===== src/rtl/pipe_pkg.sv =====
// Shared types and constants for the MIPS pipeline sequencing controller.
// Holds FSM state encodings, the register-zero constant and default parameter values.
package pipe_pkg;

  typedef enum logic [1:0] {
    ST_RUN   = 2'd0,
    ST_WAIT  = 2'd1,
    ST_FAULT = 2'd2
  } state_t;

  localparam logic [4:0] REG_ZERO        = 5'd0;
  localparam int         MEM_TIMEOUT_DEF = 64;
  localparam int         CNT_W_DEF       = 16;

endpackage


===== src/rtl/pipe_ctrl_if.sv =====
// Datapath <-> sequencing controller bundle: hazard fields in, stage controls out.
// master = controller side, slave = datapath side.
interface pipe_ctrl_if #(
  parameter int CNT_W = pipe_pkg::CNT_W_DEF
);
  logic [4:0]       id_rs;
  logic [4:0]       id_rt;
  logic             id_uses_rt;
  logic             ex_MemRead;
  logic [4:0]       ex_rt;
  logic             ex_branch_taken;
  logic             mem_MemRead;
  logic             mem_MemWrite;
  logic             dmem_ready;

  logic             pc_en;
  logic             ifid_en;
  logic             idex_en;
  logic             exmem_en;
  logic             memwb_en;
  logic             ifid_flush;
  logic             idex_flush;
  logic             memwb_bubble;
  logic             dmem_req;
  logic [CNT_W-1:0] stall_cnt;
  logic             mem_fault;

  modport master (
    input  id_rs, id_rt, id_uses_rt, ex_MemRead, ex_rt, ex_branch_taken,
           mem_MemRead, mem_MemWrite, dmem_ready,
    output pc_en, ifid_en, idex_en, exmem_en, memwb_en, ifid_flush, idex_flush,
           memwb_bubble, dmem_req, stall_cnt, mem_fault
  );

  modport slave (
    output id_rs, id_rt, id_uses_rt, ex_MemRead, ex_rt, ex_branch_taken,
           mem_MemRead, mem_MemWrite, dmem_ready,
    input  pc_en, ifid_en, idex_en, exmem_en, memwb_en, ifid_flush, idex_flush,
           memwb_bubble, dmem_req, stall_cnt, mem_fault
  );

endinterface


===== src/rtl/pipe_hazard_detect.sv =====
// Load-use hazard compare between the load in EX and the sources of the ID instruction.
// Purely combinational, zero latency; no backpressure of its own.
module pipe_hazard_detect
  import pipe_pkg::*;
(
  input  logic       ex_mem_read_i,
  input  logic [4:0] ex_rt_i,
  input  logic [4:0] id_rs_i,
  input  logic [4:0] id_rt_i,
  input  logic       id_uses_rt_i,
  output logic       load_use_o
);

  // $zero is never a real dependency, so a load targeting it must not stall.
  assign load_use_o = ex_mem_read_i & (ex_rt_i != REG_ZERO) &
                      ((ex_rt_i == id_rs_i) | (id_uses_rt_i & (ex_rt_i == id_rt_i)));

endmodule


===== src/rtl/pipe_ctrl.sv =====
// Per-stage enable/flush/bubble sequencing for the 5-stage core; controls are same-cycle combinational.
// A pending data-memory access freezes PC..EX_MEM and bubbles MEM_WB until dmem_ready; timeout latches FAULT.
module pipe_ctrl
  import pipe_pkg::*;
#(
  parameter int MEM_TIMEOUT = MEM_TIMEOUT_DEF,
  parameter int CNT_W       = CNT_W_DEF
) (
  input  logic         clk,
  input  logic         rst_n,
  pipe_ctrl_if.master  bus
);

  localparam int              WC_W    = $clog2(MEM_TIMEOUT);
  localparam logic [WC_W-1:0] WC_LAST = WC_W'(MEM_TIMEOUT - 1);

  state_t           state_q, state_d;
  logic [WC_W-1:0]  wait_q, wait_d;
  logic [CNT_W-1:0] stall_q, stall_d;
  logic             fault_q, fault_d;

  logic mem_acc, mem_stall, load_use;
  logic pc_en, ifid_en, idex_en, exmem_en, memwb_en;
  logic ifid_flush, idex_flush, memwb_bubble, dmem_req;

  pipe_hazard_detect u_hazard (
    .ex_mem_read_i (bus.ex_MemRead),
    .ex_rt_i       (bus.ex_rt),
    .id_rs_i       (bus.id_rs),
    .id_rt_i       (bus.id_rt),
    .id_uses_rt_i  (bus.id_uses_rt),
    .load_use_o    (load_use)
  );

  assign mem_acc   = bus.mem_MemRead | bus.mem_MemWrite;
  assign mem_stall = mem_acc & ~bus.dmem_ready;

  always_comb begin
    pc_en        = 1'b0;
    ifid_en      = 1'b0;
    idex_en      = 1'b0;
    exmem_en     = 1'b0;
    memwb_en     = 1'b0;
    ifid_flush   = 1'b0;
    idex_flush   = 1'b0;
    memwb_bubble = 1'b0;
    dmem_req     = 1'b0;
    if (rst_n && (state_q != ST_FAULT)) begin
      dmem_req = mem_acc;
      if (mem_stall) begin
        memwb_en     = 1'b1;
        memwb_bubble = 1'b1;
      end else begin
        pc_en    = 1'b1;
        ifid_en  = 1'b1;
        idex_en  = 1'b1;
        exmem_en = 1'b1;
        memwb_en = 1'b1;
        // A taken branch squashes the ID instruction, so its load-use is moot.
        if (bus.ex_branch_taken) begin
          ifid_flush = 1'b1;
          idex_flush = 1'b1;
        end else if (load_use) begin
          pc_en      = 1'b0;
          ifid_en    = 1'b0;
          idex_flush = 1'b1;
        end
      end
    end
  end

  always_comb begin
    state_d = state_q;
    wait_d  = wait_q;
    fault_d = fault_q;
    stall_d = stall_q;
    if (!pc_en && (stall_q != '1)) stall_d = stall_q + 1'b1;
    case (state_q)
      ST_RUN: begin
        if (mem_stall) begin
          state_d = ST_WAIT;
          wait_d  = '0;
        end
      end
      ST_WAIT: begin
        if (!mem_stall) begin
          state_d = ST_RUN;
        end else if (wait_q == WC_LAST) begin
          state_d = ST_FAULT;
          fault_d = 1'b1;
        end else begin
          wait_d = wait_q + 1'b1;
        end
      end
      default: begin
        state_d = ST_FAULT;
      end
    endcase
  end

  always_ff @(posedge clk or negedge rst_n) begin
    if (!rst_n) begin
      state_q <= ST_RUN;
      wait_q  <= '0;
      stall_q <= '0;
      fault_q <= 1'b0;
    end else begin
      state_q <= state_d;
      wait_q  <= wait_d;
      stall_q <= stall_d;
      fault_q <= fault_d;
    end
  end

  assign bus.pc_en        = pc_en;
  assign bus.ifid_en      = ifid_en;
  assign bus.idex_en      = idex_en;
  assign bus.exmem_en     = exmem_en;
  assign bus.memwb_en     = memwb_en;
  assign bus.ifid_flush   = ifid_flush;
  assign bus.idex_flush   = idex_flush;
  assign bus.memwb_bubble = memwb_bubble;
  assign bus.dmem_req     = dmem_req;
  assign bus.stall_cnt    = stall_q;
  assign bus.mem_fault    = fault_q;

endmodule

===== src/flat_wrapper.sv =====
// flat-port wrapper written by rule: the top's interface ports become plain ports
module pipe_ctrl_flat import pipe_pkg::*;
#(
  parameter int MEM_TIMEOUT = MEM_TIMEOUT_DEF,
  parameter int CNT_W       = CNT_W_DEF
)
  (clk, rst_n, bus_id_rs, bus_id_rt, bus_id_uses_rt, bus_ex_MemRead, bus_ex_rt, bus_ex_branch_taken, bus_mem_MemRead, bus_mem_MemWrite, bus_dmem_ready, bus_pc_en, bus_ifid_en, bus_idex_en, bus_exmem_en, bus_memwb_en, bus_ifid_flush, bus_idex_flush, bus_memwb_bubble, bus_dmem_req, bus_stall_cnt, bus_mem_fault);
  pipe_ctrl_if #(.CNT_W(CNT_W)) bus_i ();
  input  logic clk;
  input  logic rst_n;
  input wire logic [$bits(bus_i.id_rs)-1:0] bus_id_rs;
  input wire logic [$bits(bus_i.id_rt)-1:0] bus_id_rt;
  input wire logic [$bits(bus_i.id_uses_rt)-1:0] bus_id_uses_rt;
  input wire logic [$bits(bus_i.ex_MemRead)-1:0] bus_ex_MemRead;
  input wire logic [$bits(bus_i.ex_rt)-1:0] bus_ex_rt;
  input wire logic [$bits(bus_i.ex_branch_taken)-1:0] bus_ex_branch_taken;
  input wire logic [$bits(bus_i.mem_MemRead)-1:0] bus_mem_MemRead;
  input wire logic [$bits(bus_i.mem_MemWrite)-1:0] bus_mem_MemWrite;
  input wire logic [$bits(bus_i.dmem_ready)-1:0] bus_dmem_ready;
  output wire logic [$bits(bus_i.pc_en)-1:0] bus_pc_en;
  output wire logic [$bits(bus_i.ifid_en)-1:0] bus_ifid_en;
  output wire logic [$bits(bus_i.idex_en)-1:0] bus_idex_en;
  output wire logic [$bits(bus_i.exmem_en)-1:0] bus_exmem_en;
  output wire logic [$bits(bus_i.memwb_en)-1:0] bus_memwb_en;
  output wire logic [$bits(bus_i.ifid_flush)-1:0] bus_ifid_flush;
  output wire logic [$bits(bus_i.idex_flush)-1:0] bus_idex_flush;
  output wire logic [$bits(bus_i.memwb_bubble)-1:0] bus_memwb_bubble;
  output wire logic [$bits(bus_i.dmem_req)-1:0] bus_dmem_req;
  output wire logic [$bits(bus_i.stall_cnt)-1:0] bus_stall_cnt;
  output wire logic [$bits(bus_i.mem_fault)-1:0] bus_mem_fault;
  assign bus_i.id_rs = bus_id_rs;
  assign bus_i.id_rt = bus_id_rt;
  assign bus_i.id_uses_rt = bus_id_uses_rt;
  assign bus_i.ex_MemRead = bus_ex_MemRead;
  assign bus_i.ex_rt = bus_ex_rt;
  assign bus_i.ex_branch_taken = bus_ex_branch_taken;
  assign bus_i.mem_MemRead = bus_mem_MemRead;
  assign bus_i.mem_MemWrite = bus_mem_MemWrite;
  assign bus_i.dmem_ready = bus_dmem_ready;
  assign bus_pc_en = bus_i.pc_en;
  assign bus_ifid_en = bus_i.ifid_en;
  assign bus_idex_en = bus_i.idex_en;
  assign bus_exmem_en = bus_i.exmem_en;
  assign bus_memwb_en = bus_i.memwb_en;
  assign bus_ifid_flush = bus_i.ifid_flush;
  assign bus_idex_flush = bus_i.idex_flush;
  assign bus_memwb_bubble = bus_i.memwb_bubble;
  assign bus_dmem_req = bus_i.dmem_req;
  assign bus_stall_cnt = bus_i.stall_cnt;
  assign bus_mem_fault = bus_i.mem_fault;
  pipe_ctrl #(.MEM_TIMEOUT(MEM_TIMEOUT), .CNT_W(CNT_W)) u_core (.clk(clk), .rst_n(rst_n), .bus(bus_i));
endmodule

===== config.mk =====
export PLATFORM = sky130hd
export DESIGN_NAME = pipe_ctrl_flat
export DESIGN_NICKNAME = d
export VERILOG_FILES = /design/src/rtl/pipe_pkg.sv /design/src/rtl/pipe_ctrl_if.sv /design/src/rtl/pipe_hazard_detect.sv /design/src/rtl/pipe_ctrl.sv /design/src/flat_wrapper.sv
export SDC_FILE = /design/constraint.sdc
export NUM_CORES = 1
export LEC_CHECK = 0
export BUFFER_PORTS_ARGS = -buffer_cell sky130_fd_sc_hd__buf_2
export CORE_MARGIN = 4
export CORE_UTILIZATION = 39
export CTS_CLUSTER_DIAMETER = 30
export DETAILED_ROUTE_END_ITERATION = 6
export GPL_TIMING_DRIVEN = 1
export SETUP_SLACK_MARGIN = 0.1
export SLEW_MARGIN = 20
export SYNTH_ARGS = -nofsm -noshare
export SYNTH_HDL_FRONTEND = slang
export SYNTH_SLANG_ARGS = --single-unit

===== constraint.sdc =====
create_clock -name clk -period 4.8 [get_ports clk]
set_input_delay 0 -clock clk [delete_from_list [all_inputs] [get_ports clk]]
set_output_delay 0 -clock clk [all_outputs]
set_load 0.01 [all_outputs]

==> impl.org <==
** Worst setup path
- Data required time of the critical path :: 4.96 ns
- Walking the worst path, the cells encountered are nand4_2 -> nor2_2 -> nand3_2 -> or3_1 -> nand2_2 -> mux2_4.
- Data arrives at the worst endpoint at 2.31 ns.
- The startpoint identified for the worst register-to-register timing path is u_core.bus.stall_cnt[2].
- Logic depth of the worst path, buffers included :: 6
- Crit-path max FO :: 8
- Counting both buffers and inverters, the worst setup path holds a total of 0.
- Sort of element at the end of the critical path :: flip-flop
- Flop2flop setup slack :: 2.65 ns
- The worst setup path is of the flip-flop to flip-flop kind.
- STA classifies the critical path startpoint as a flip-flop.
- On the critical path, the stage with the largest delay is an instance of or3_1.
- For this run, the slowest stage of the critical path takes 0.56 ns.
- Cell class contributing the biggest share of worst-path delay :: simple AND/OR/NAND/NOR gates
- Capture instance of the worst register-to-register path :: u_core.bus.stall_cnt[1]
- Worst-case reg-to-reg path depth :: 6

** Global routing
- Total overflow reported by the global router :: 0
- For this run, the total global-route usage over all layers was measured as 15.1%.
- The initial antenna violation count was 0.
- The first global-routing pass estimated 6070 um of wire.
- Vias in the first global route :: 1330
- Entering global routing, the biggest net connects 28 pins.

** Cells and area
- Fraction of layout instances using a drive strength above 1 :: 31.0%
- Number of nets in the layout :: 226
- Area growth syn-to-layout :: 22.2%
- At the end of the flow the core is filled with cells to 51.4%.
- Fill cells in the final layout number 342.
- Area taken by multi-input logic gates :: 779 sq um
- Fin area :: 1780 sq um
- Commonest non-fill, non-tap cell in the layout :: buf_2
- 0 antenna diodes ended up in the layout.
- In the final layout, flip-flops and latches occupy 626 sq um.
- In the layout the commonest cells are 48 x buf_2, 25 x dfrtp_1, 16 x nor2_1, 14 x xor2_1, 11 x xnor2_1.

** Clock network
- CTS tree :: yes
- Clock-pin slew of the registers on the worst-case setup and hold paths :: 0.08 ns
- Post-CTS Setup Inserts :: 0
- Maximum count of clock buffers along a single path :: 2
- Buffers inserted during clock tree synthesis total 3.
- Clock tree synthesis found a total of 25 sinks.
- Source-to-sink clock delay at the later pin of the worst-skew pair :: 0.27 ns
- H-tree lvl count :: 1
- Clock tree synthesis selected as its root buffer the cell clkbuf_8.

** Worst hold path
- Worst Hold Path EP :: u_core.state_q[1]
- The worst hold path passes through 3 cells.
- Source of the worst hold timing path :: bus_dmem_ready
- Hold Crit Class :: input pin to flip-flop

** Floorplan
- From left edge to right edge, the die measures 69.2 um.
- Standard-cell rows :: 21
- Starting density of the core :: 42.1%
- The floorplan step defined a die boundary enclosing 4790 sq um.
- Top-level I/O count :: 49
- Core area :: 3470 sq um
- Die height :: 69.2 um

** Run
- Across the run, the number of max-cap violations was 0.

** Yosys
- Post-synthesis area per instance :: 9.61 sq um
- Nets in the synthesized netlist :: 177
- Unique cell type count in the Yosys netlist :: 41
- Sequential-to-total area share from yosys stat :: 42.8%
- The synthesized design contains 0 enable-type register cells.
- Number of warnings issued by yosys :: 0
- Combined area of all synthesized cells :: 1460 sq um
- Among all flip-flop cells after synthesis, the most frequent one is dfrtp_1.
- Share of async-settable or async-resettable flops after synthesis :: 100%
- After synthesis the netlist holds a flip-flop and latch count of 25.
- The cell count after synthesis came out at 152.

** Placement
- Once placement finished, the instance area stood at 1730 sq um.
- At the end of routability-driven placement, the weighted congestion stood at 0.881.
- Buffers placed on the I/O ports in this run total 48.
- Once detailed placement completed, the half-perimeter wirelength came to 2650 um.
- Before CTS, the worst setup slack after placement is 2.69 ns.

** Power
- In this run the power density over the cells is 203 nW/um^2.
- Total power after layout :: 0.362 mW
- Leakage :: 0.885 nW
- Worst ir drop on vdd :: 0.126 mV

** Detailed routing
- For this block, the initial DRC count from the detailed router was 66.
- Residual antenna-violating net count after detailed routing :: 0
- Routed WL per cell :: 14.0 um
- Across all layers, the routed design uses 1291 vias.
- Number of detailed-routing iterations run before antenna repair :: 4
- Aggregate routed wire length :: 3440 um
- # DRC :: 0
- After detailed routing, the number of vias per cell comes to 5.25.

** Outcome
- The run finished with clean final reports.

** Timing
- Unrepaired setup endpoints after global routing :: false
- Final setup skew :: 0.00340 ns
- Post-route setup TNS :: 0 ns
- Worst setup margin :: 2.65 ns
- Max-slew headroom :: 60.7%
- The final max-slew violation count came to 0.
- Dividing the final minimum period by the clock period gives 44.9%.
- The final count of hold timing violations is 0.
- Clock period minus worst slack :: 2.15 ns
- Based on the critical path, the design can be clocked at up to 464 MHz.
- For the pin with the worst max-slew slack, the measured transition is 0.590 ns.
- Final setup violation count :: 0
[where the power goes]
part,leakage [nW],total (mW),internal [mW],switching (mW)
clock,0.0228,0.124,0.0594,0.0651
combinational,0.537,0.0274,0.0121,0.0153
sequential,0.324,0.210,0.210,0
[state kept, by name, summed over array words and instances, names as in the netlist]
| signal | count |
|---|---|
| u_core.wait_q | 6 |
| u_core.state_q | 2 |
| u_core.bus.stall_cnt | 16 |
| u_core.bus.mem_fault | 1 |
[worst reg2reg max path, delay by kind of cell (launching register included)]
kind	cells	cell delay, ns
flops	1	0.46
simple gates	5	1.29
mux	1	0.30
[worst max path at each step]
stage                                    endpoint               startpoint
after CTS                 u_core.bus.stall_cnt[1]  u_core.bus.stall_cnt[2]
after global routing      u_core.bus.stall_cnt[1]  u_core.bus.stall_cnt[2]
after global placement    u_core.bus.stall_cnt[1]  u_core.bus.stall_cnt[2]
after detailed placement  u_core.bus.stall_cnt[1]  u_core.bus.stall_cnt[2]
after floorplan           u_core.bus.stall_cnt[1]  u_core.bus.stall_cnt[2]
final                     u_core.bus.stall_cnt[1]  u_core.bus.stall_cnt[2]
[routing by layer]
metal	vias up	GRT usage, %	routed length, um
li1	624	-	-
met1	614	19.1	1570
met2	47	24.7	1670
met3	6	3.91	177
met4	0	5.64	25
met5	-	0	0
[cell usage after synthesis (2+ instances only)]
library cell   n  area [sq um]
xor2_1        14           123
nand2_1       10          37.5
nor4_1         3          18.8
nand2b_1       2          12.5
nand4_1        5          31.3
and2_1         2          12.5
a21oi_1        4          20.0
dfrtp_1       25           626
xnor2_1       11          96.3
mux2i_1        2          20.0
nand3_1       10          50.1
o21bai_1       2          15.0
o21ai_0        7          35.0
nor3_1         4          20.0
nor2_1        16          60.1
ha_1           2          25.0
inv_1          7          26.3
buf_2          2          10.0
buf_4          2          15.0
[through the flow]
stage / cells / hold WS (ns)
detailed placement: 241 / 0.0347
CTS: 246 / 0.117
global placement: 241 / 0.0366
floorplan: 152 / -0.296
global route: 246 / 0.140
finish: 246 / 0.122
[cell families (layout without fill, tap and decap cells)]
family                   after synthesis  after routing  share of synthesized area, %
XOR/XNOR                              25             25                          15.0
adder cells (fa/ha/maj)                2              2                          1.71
buffers and inverters                 12             60                          3.77
multiplexers                           4              4                          3.17
AND/OR/NAND/NOR                       62             62                          22.8
AO/OA/AOI/OAI                         22             22                          10.7
flip-flops                            25             25                          42.8
[repair_timing]
| action | 4_1_cts | 5_1_grt |
|---|---|---|
| setup endpoints to repair | 0 | 0 |
| hold buffers | 1 | 0 |
| gates resized for setup | 0 | 0 |
| hold endpoints to repair | 25 | 0 |
[layout make-up]
type                    count  area share, %
clock buffers               4           2.52
multi-input cells         115           43.7
repair buffers             49           14.0
flip-flops and latches     25           35.1
inverters                   7           1.47
well taps                  46           3.23
No activity file was read; power rests on OpenSTA's default activity.
